===== src/rtl/mem_access_if.sv =====
`default_nettype none
// ============================================================================
// Module      : mem_access_if
// Description : Data-memory request/acknowledge bus between the memory-access
//               stage (master) and the data memory (slave).
// Revision    : 1.0 - initial release
// ============================================================================
interface mem_access_if #(
    parameter int DATA_WIDTH = 32,
    parameter int BE_WIDTH   = 4
);
    logic                  mem_req;
    logic                  mem_we;
    logic [DATA_WIDTH-1:0] mem_addr;
    logic [BE_WIDTH-1:0]   mem_be;
    logic [DATA_WIDTH-1:0] mem_wdata;
    logic [DATA_WIDTH-1:0] mem_rdata;
    logic                  mem_ack;

    modport master (
        output mem_req, mem_we, mem_addr, mem_be, mem_wdata,
        input  mem_rdata, mem_ack
    );

    modport slave (
        input  mem_req, mem_we, mem_addr, mem_be, mem_wdata,
        output mem_rdata, mem_ack
    );
endinterface
`default_nettype wire


===== src/rtl/mem_access.sv =====
`default_nettype none
// ============================================================================
// Module      : mem_access
// Description : Pipeline memory-access stage. ALU results pass straight
//               through; loads/stores run a registered req/ack transaction,
//               stall upstream while outstanding, and align load data by
//               byte-lane select.
// Revision    : 1.0 - initial release
// ============================================================================
module mem_access #(
    parameter int RegAddrWidth  = 5,
    parameter int RegDataWidth  = 32,
    parameter int ByteSlctWidth = 4
) (
    input  wire logic                     clk,
    input  wire logic                     rst,
    input  wire logic [RegAddrWidth-1:0]  target_MEM,
    input  wire logic                     WriteReg_MEM,
    input  wire logic                     MemOrAlu_MEM,
    input  wire logic                     ReadMem_MEM,
    input  wire logic                     WriteMem_MEM,
    input  wire logic [RegDataWidth-1:0]  data_from_ALU_MEM,
    input  wire logic [RegDataWidth-1:0]  rdata_2_MEM,
    input  wire logic [ByteSlctWidth-1:0] byte_slct_MEM,
    input  wire logic                     load_sign_MEM,
    mem_access_if.master                  mem,
    output logic                          hold_req,
    output logic [RegAddrWidth-1:0]       target_WB,
    output logic                          WriteReg_WB,
    output logic [RegDataWidth-1:0]       data_WB,
    output logic                          addr_err
);

    typedef enum logic [1:0] {
        S_IDLE = 2'd0,
        S_WAIT = 2'd1,
        S_DONE = 2'd2
    } state_e;

    localparam logic [1:0] c_W_BYTE = 2'd0;
    localparam logic [1:0] c_W_HALF = 2'd1;
    localparam logic [1:0] c_W_WORD = 2'd2;

    // Only naturally aligned byte, halfword and word lane patterns are legal.
    function automatic logic lane_legal(input logic [ByteSlctWidth-1:0] slct);
        case (slct)
            4'b0001, 4'b0010, 4'b0100, 4'b1000,
            4'b0011, 4'b1100, 4'b1111: lane_legal = 1'b1;
            default:                   lane_legal = 1'b0;
        endcase
    endfunction

    // Index of the lowest active lane.
    function automatic logic [1:0] lane_offset(input logic [ByteSlctWidth-1:0] slct);
        if (slct[0])      lane_offset = 2'd0;
        else if (slct[1]) lane_offset = 2'd1;
        else if (slct[2]) lane_offset = 2'd2;
        else              lane_offset = 2'd3;
    endfunction

    function automatic logic [1:0] lane_width(input logic [ByteSlctWidth-1:0] slct);
        case (slct)
            4'b0011, 4'b1100: lane_width = c_W_HALF;
            4'b1111:          lane_width = c_W_WORD;
            default:          lane_width = c_W_BYTE;
        endcase
    endfunction

    state_e                   state_q, state_d;
    logic                     mem_req_q, mem_req_d;
    logic                     mem_we_q, mem_we_d;
    logic [RegDataWidth-1:0]  mem_addr_q, mem_addr_d;
    logic [ByteSlctWidth-1:0] mem_be_q, mem_be_d;
    logic [RegDataWidth-1:0]  mem_wdata_q, mem_wdata_d;
    logic [RegDataWidth-1:0]  load_buf_q, load_buf_d;

    logic                     w_mem_op;
    logic [4:0]               w_st_shamt;
    logic [4:0]               w_ld_shamt;
    logic [1:0]               w_ld_width;
    logic [RegDataWidth-1:0]  w_ld_shifted;
    logic [RegDataWidth-1:0]  w_ld_aligned;
    logic                     w_hold;
    logic                     w_addr_err;

    assign w_mem_op   = ReadMem_MEM | WriteMem_MEM;
    assign w_st_shamt = {lane_offset(byte_slct_MEM), 3'b000};

    // Align buffered load data using the lane pattern that was actually issued.
    always_comb begin
        w_ld_shamt   = {lane_offset(mem_be_q), 3'b000};
        w_ld_width   = lane_width(mem_be_q);
        w_ld_shifted = load_buf_q >> w_ld_shamt;
        case (w_ld_width)
            c_W_BYTE: w_ld_aligned = {{(RegDataWidth-8){load_sign_MEM & w_ld_shifted[7]}},
                                      w_ld_shifted[7:0]};
            c_W_HALF: w_ld_aligned = {{(RegDataWidth-16){load_sign_MEM & w_ld_shifted[15]}},
                                      w_ld_shifted[15:0]};
            default:  w_ld_aligned = w_ld_shifted;
        endcase
    end

    // Next-state, request-field and writeback logic.
    always_comb begin
        state_d     = state_q;
        mem_req_d   = mem_req_q;
        mem_we_d    = mem_we_q;
        mem_addr_d  = mem_addr_q;
        mem_be_d    = mem_be_q;
        mem_wdata_d = mem_wdata_q;
        load_buf_d  = load_buf_q;
        w_hold      = 1'b0;
        w_addr_err  = 1'b0;
        WriteReg_WB = WriteReg_MEM;
        data_WB     = data_from_ALU_MEM;
        case (state_q)
            S_IDLE: begin
                if (w_mem_op) begin
                    if (lane_legal(byte_slct_MEM)) begin
                        w_hold      = 1'b1;
                        state_d     = S_WAIT;
                        mem_req_d   = 1'b1;
                        mem_we_d    = WriteMem_MEM;
                        mem_addr_d  = {data_from_ALU_MEM[RegDataWidth-1:2], 2'b00};
                        mem_be_d    = byte_slct_MEM;
                        mem_wdata_d = rdata_2_MEM << w_st_shamt;
                    end else begin
                        w_addr_err  = 1'b1;
                        WriteReg_WB = 1'b0;
                    end
                end
            end
            S_WAIT: begin
                w_hold      = 1'b1;
                WriteReg_WB = 1'b0;
                if (mem.mem_ack) begin
                    mem_req_d  = 1'b0;
                    load_buf_d = mem.mem_rdata;
                    state_d    = S_DONE;
                end
            end
            S_DONE: begin
                // A store never writes back, including read+write, which is a store.
                WriteReg_WB = WriteReg_MEM & ReadMem_MEM & ~WriteMem_MEM;
                // A store decoded as an ALU-result instruction forwards the
                // address; its writeback is disabled so the value is inert.
                data_WB     = (WriteMem_MEM & ~MemOrAlu_MEM) ? data_from_ALU_MEM
                                                             : w_ld_aligned;
                state_d     = S_IDLE;
            end
            default: begin
                state_d   = S_IDLE;
                mem_req_d = 1'b0;
            end
        endcase
    end

    // State and request registers; reset abandons any outstanding transaction.
    always_ff @(posedge clk or negedge rst) begin
        if (!rst) begin
            state_q     <= S_IDLE;
            mem_req_q   <= 1'b0;
            mem_we_q    <= 1'b0;
            mem_addr_q  <= '0;
            mem_be_q    <= '0;
            mem_wdata_q <= '0;
            load_buf_q  <= '0;
        end else begin
            state_q     <= state_d;
            mem_req_q   <= mem_req_d;
            mem_we_q    <= mem_we_d;
            mem_addr_q  <= mem_addr_d;
            mem_be_q    <= mem_be_d;
            mem_wdata_q <= mem_wdata_d;
            load_buf_q  <= load_buf_d;
        end
    end

    // Stall and error flags are suppressed while reset is held.
    assign hold_req      = w_hold & rst;
    assign addr_err      = w_addr_err & rst;
    assign target_WB     = target_MEM;
    assign mem.mem_req   = mem_req_q;
    assign mem.mem_we    = mem_we_q;
    assign mem.mem_addr  = mem_addr_q;
    assign mem.mem_be    = mem_be_q;
    assign mem.mem_wdata = mem_wdata_q;

endmodule
`default_nettype wire

===== src/flat_wrapper.sv =====
// flat-port wrapper written by rule: the top's interface ports become plain ports
module mem_access_flat 
#(
    parameter int RegAddrWidth  = 5,
    parameter int RegDataWidth  = 32,
    parameter int ByteSlctWidth = 4
)
  (clk, rst, target_MEM, WriteReg_MEM, MemOrAlu_MEM, ReadMem_MEM, WriteMem_MEM, data_from_ALU_MEM, rdata_2_MEM, byte_slct_MEM, load_sign_MEM, hold_req, target_WB, WriteReg_WB, data_WB, addr_err, mem_mem_req, mem_mem_we, mem_mem_addr, mem_mem_be, mem_mem_wdata, mem_mem_rdata, mem_mem_ack);
  mem_access_if mem_i ();
  input  wire logic clk;
  input  wire logic rst;
  input  wire logic [RegAddrWidth-1:0] target_MEM;
  input  wire logic WriteReg_MEM;
  input  wire logic MemOrAlu_MEM;
  input  wire logic ReadMem_MEM;
  input  wire logic WriteMem_MEM;
  input  wire logic [RegDataWidth-1:0] data_from_ALU_MEM;
  input  wire logic [RegDataWidth-1:0] rdata_2_MEM;
  input  wire logic [ByteSlctWidth-1:0] byte_slct_MEM;
  input  wire logic load_sign_MEM;
  output logic hold_req;
  output logic [RegAddrWidth-1:0] target_WB;
  output logic WriteReg_WB;
  output logic [RegDataWidth-1:0] data_WB;
  output logic addr_err;
  output wire logic [$bits(mem_i.mem_req)-1:0] mem_mem_req;
  output wire logic [$bits(mem_i.mem_we)-1:0] mem_mem_we;
  output wire logic [$bits(mem_i.mem_addr)-1:0] mem_mem_addr;
  output wire logic [$bits(mem_i.mem_be)-1:0] mem_mem_be;
  output wire logic [$bits(mem_i.mem_wdata)-1:0] mem_mem_wdata;
  input wire logic [$bits(mem_i.mem_rdata)-1:0] mem_mem_rdata;
  input wire logic [$bits(mem_i.mem_ack)-1:0] mem_mem_ack;
  assign mem_mem_req = mem_i.mem_req;
  assign mem_mem_we = mem_i.mem_we;
  assign mem_mem_addr = mem_i.mem_addr;
  assign mem_mem_be = mem_i.mem_be;
  assign mem_mem_wdata = mem_i.mem_wdata;
  assign mem_i.mem_rdata = mem_mem_rdata;
  assign mem_i.mem_ack = mem_mem_ack;
  mem_access #(.RegAddrWidth(RegAddrWidth), .RegDataWidth(RegDataWidth), .ByteSlctWidth(ByteSlctWidth)) u_core (.clk(clk), .rst(rst), .target_MEM(target_MEM), .WriteReg_MEM(WriteReg_MEM), .MemOrAlu_MEM(MemOrAlu_MEM), .ReadMem_MEM(ReadMem_MEM), .WriteMem_MEM(WriteMem_MEM), .data_from_ALU_MEM(data_from_ALU_MEM), .rdata_2_MEM(rdata_2_MEM), .byte_slct_MEM(byte_slct_MEM), .load_sign_MEM(load_sign_MEM), .mem(mem_i), .hold_req(hold_req), .target_WB(target_WB), .WriteReg_WB(WriteReg_WB), .data_WB(data_WB), .addr_err(addr_err));
endmodule

===== config.mk =====
export PLATFORM = sky130hd
export DESIGN_NAME = mem_access_flat
export DESIGN_NICKNAME = d
export VERILOG_FILES = /design/src/rtl/mem_access_if.sv /design/src/rtl/mem_access.sv /design/src/flat_wrapper.sv
export SDC_FILE = /design/constraint.sdc
export NUM_CORES = 1
export LEC_CHECK = 0
export CORE_UTILIZATION = 30
export CTS_BUF_LIST = sky130_fd_sc_hd__clkbuf_4
export DETAILED_ROUTE_END_ITERATION = 6
export GPL_TIMING_DRIVEN = 0
export PLACE_DENSITY = 0.57
export SLEW_MARGIN = 15
export SYNTH_ARGS = -nofsm -noshare
export SYNTH_HDL_FRONTEND = slang
export SYNTH_SLANG_ARGS = --single-unit

===== constraint.sdc =====
create_clock -name clk -period 2.3 [get_ports clk]
set_input_delay 0.23 -clock clk [delete_from_list [all_inputs] [get_ports clk]]
set_output_delay 0.23 -clock clk [all_outputs]
set_load 0.05 [all_outputs]

==> results.md <==
* Status: finished, violations left
* Failing checks: design-rule violations, negative setup slack
* Via count of the routed design at between 5000 and 6000
* Met2 Use GR at 0.335
* Die area at between 15000 and 20000 um^2
* 1st-pass router iterations at 7
* Global router's overall resource usage at 0.210
* Port bufs at roughly 210
* Final cell count without fillers at ~1100
* Synthesis warning total at 0
* Dpl cells at around 1000
* Async S/R FF share, synth at 1.00
* GRT Max-Usage Layer: met2
* Area Growth Syn to Fin at 58.5%
* Crit-path cells: buf_6, buf_6, mux2i_4, o41a_4, buf_12, a31oi_4, buf_6
* Setup violators final at 24
* R2R Setup Slk at around 0.28 ns
* Root Driver: clkbuf_4
* Worst Setup End Kind: output pin
* Delay of the slowest critical-path stage at ~0.53 ns
* Core area at 18100 um^2
* CTS clk-pin slew, worst paths at roughly 0.17 ns
* Routed len/inst at 18.6 um
* Layout cells sized above 1 at 0.268
* CTS H-Tree Depth at 3
* Final #Nets at 950
* Final Cycle Share at 1.16
* Main synth FF type: dfrtp_1
* WP data arrival at about 2.5 ns
* GRT met3 Usage at 0.0283
* Max-Cap Viols at 0
* Cell area after synthesis at between 5000 and 6000 um^2
* Required time worst endpoint at a little over 2 ns
* Syn Inst Count at slightly below 600
* Slowest-stage cell, CP: o41a_4
* Initial antenna violation count at 1
* CP dominant cell by count: buf_6
* Worst hold path class: input pin to asynchronous set/reset pin
* Final Cell Area at 8910 um^2
* Pwr/cell area at roughly 1200 nW/um^2
* Later-pin clock latency in the skew report at 0.46 ns
* Final worst slack at -0.377 ns
* Initial Util at 0.310
* Grt ovf at 0
* Die Wd at around 140 um
* Placed cell area at 8330 um^2
* Synthesized area per cell at around 9.5 um^2
* Clock tree buffer depth at 2
* R2R depth at 6
* Fmax at around 370 MHz
* Worst setup SP type: flip-flop
* Reg-to-reg startpoint: u_core.state_q[0]
* DRC at 9
* Pin count of the biggest net entering global routing at 63
* Worst-Margin Slew at between 0.5 and 0.6 ns
* # fillers at 1714
* Drt initial violations at 280
* RSZ-0062 raised after global routing: true
* Critical path class: flip-flop to output pin
* Pleak at approximately 3.8 nW
* Setup TNS at -7.95 ns
* ANT nets after route at 0
* Core Util, Final at 0.491
* Final hold violations at 0
* # IOs at between 200 and 250
* Fin Hold WS at approximately 0.26 ns
* Post-synth EDFFs at 0
* Peak supply drop at 0.555 mV
* Max-slew violations at 0
* Chip height at between 100 and 150 um
* Placed wire-length estimate at roughly 16000 um
* Gp weighted congestion at 0.856
* R2r endpoint: u_core.mem.mem_wdata[3]
* Std-Cell Rows at between 40 and 50
* Clk_skew at roughly 0.0093 ns
* Critical path peak fanout at 6
* TritonCTS clock tree: done
* Via-per-instance ratio at between 4 and 5
* Netlist cell types at 39
* #FFs+latches synth at 102
* CTS sink cnt at slightly above 100
* Max-slew headroom at 0.606
* Final min period at ~2.7 ns
* First-pass GRT wire length at around 31000 um
* Cts bufs inserted at 9
* Vias in the first global route at 5213
* Sequential share of the synthesized area at 0.454
* Routed wire length at ~20000 um
* Met1 Use GR at 0.291
## cell usage in the layout (no fill, tap or decap), types with 3 or more instances in the layout
| cell type | count |
|---|---|
| a21oi_1 | 10 |
| a21oi_2 | 6 |
| a21oi_4 | 8 |
| a221o_1 | 7 |
| a31oi_4 | 14 |
| and3b_1 | 6 |
| buf_12 | 3 |
| buf_16 | 3 |
| buf_2 | 9 |
| buf_4 | 29 |
| buf_6 | 28 |
| buf_8 | 6 |
| clkbuf_1 | 17 |
| clkbuf_4 | 12 |
| clkdlybuf4s50_1 | 177 |
| clkinv_4 | 3 |
| dfrtp_1 | 97 |
| dfrtp_2 | 5 |
| inv_1 | 13 |
| mux2_2 | 67 |
| mux2i_1 | 26 |
| mux2i_2 | 3 |
| mux2i_4 | 3 |
| nand2_1 | 160 |
| nand2b_1 | 8 |
| nand3_1 | 7 |
| nor2_1 | 34 |
| nor2b_1 | 5 |
| o21ai_0 | 27 |
| o21ai_2 | 5 |
## synthesized netlist by cell type, types with 2 or more instances
| master | n | share of area |
|---|---|---|
| nand2_1 | 160 | 0.11 |
| mux2_2 | 67 | 0.13 |
| clkbuf_1 | 22 | 0.015 |
| nand2b_1 | 9 | 0.010 |
| a31oi_2 | 12 | 0.027 |
| buf_4 | 10 | 0.013 |
| and3b_1 | 6 | 0.0093 |
| nand3_1 | 8 | 0.0071 |
| o21ai_0 | 35 | 0.031 |
| and4_1 | 2 | 0.0031 |
| inv_1 | 13 | 0.0087 |
| a221o_1 | 7 | 0.012 |
| nor2b_1 | 6 | 0.0067 |
| a21oi_1 | 16 | 0.014 |
| buf_6 | 3 | 0.0060 |
| dfrtp_1 | 102 | 0.45 |
| nor2_1 | 36 | 0.024 |
| nand3b_1 | 2 | 0.0027 |
| a21oi_2 | 8 | 0.012 |
| a31o_2 | 2 | 0.0031 |
| mux2i_1 | 32 | 0.057 |
| a22oi_1 | 2 | 0.0027 |
| buf_1 | 5 | 0.0033 |
| a31oi_1 | 4 | 0.0045 |
| buf_2 | 10 | 0.0089 |
## report_power, final
part | total (W) | internal [W] | leakage (nW) | switching [W]
registers | 0.00325 | 0.00259 | 1.23 | 0.000662
logic | 0.00685 | 0.00267 | 2.49 | 0.00418
clock network | 0.000883 | 0.000243 | 0.0670 | 0.000640
total | 0.0110 | 0.00550 | 3.79 | 0.00548
## worst max path at each step
stage	from	end	slack, ns	cells after the start
final	u_core.mem.mem_be[0]	data_WB[25]	-0.38	7
after global placement	rst	addr_err	-3.68	3
after floorplan	u_core.mem.mem_be[0]	data_WB[29]	-0.02	7
after global routing	u_core.mem.mem_be[0]	data_WB[25]	-0.46	7
after detailed placement	WriteMem_MEM	data_WB[15]	-1.07	8
after CTS	u_core.mem.mem_be[0]	data_WB[26]	-0.41	8
## layout make-up
type / count / area (um^2) / share of cell area
Antenna cell: 1 / 2.50 / 0.000281
Sequential cell: 102 / 2560 / 0.287
Clock inverter: 6 / 47.5 / 0.00533
Timing Repair Buffer: 235 / 2430 / 0.273
Tap cell: 229 / 287 / 0.0321
Clock buffer: 10 / 75.1 / 0.00842
Inverter: 13 / 48.8 / 0.00548
Buffer: 47 / 312 / 0.0350
Multi-Input combinational cell: 429 / 3150 / 0.353
## registers in the layout (all words and copies together) (netlist names)
| register | flops |
|---|---|
| u_core.mem.mem_we | 1 |
| u_core.mem.mem_be | 4 |
| u_core.mem.mem_wdata | 32 |
| u_core.mem.mem_req | 1 |
| u_core.load_buf_q | 32 |
| u_core.mem.mem_addr | 30 |
| u_core.state_q | 2 |
## metal layers
metal,part of all wire,vias up
li1,-,2502
met2,0.48,153
met1,0.46,2493
met4,0.022,0
met5,0,-
met3,0.044,22
## worst max-delay path, delay by kind of cell (launching register included)
family | cells | cell delay, ns
AOI/OAI and AO/OA | 2 | 0.71
buffers and inverters | 4 | 0.61
DFF | 1 | 0.46
muxes | 1 | 0.19
## through the flow
stage          worst slack (ns)  power [W]
5_1_grt                  -0.458     0.0116
4_1_cts                  -0.410     0.0108
6_report                 -0.377     0.0110
2_1_floorplan           -0.0221    0.00733
3_3_place_gp              -3.68    0.00953
3_5_place_dp              -1.07    0.00962
## logic make-up (layout without fill, tap and decap cells)
family          count (synthesis)  after routing  share of synthesized area
simple gates                  232            232                      0.174
flops                         102            102                      0.454
mux                            99             99                      0.191
compound gates                 95             95                      0.124
buf+inv                        63            311                     0.0550
other cells                     1              3                   0.000667
xor+xnor                        1              1                    0.00156
## repair_timing
action,CTS,global route
setup buffers,5,11
endpoints found under the setup margin,35,33
pin swaps,0,5
resized for setup,277,35
hold buffers,2,0
hold endpoints to repair,42,0
cloned,1,1
Power figures use the tool's default switching activity.
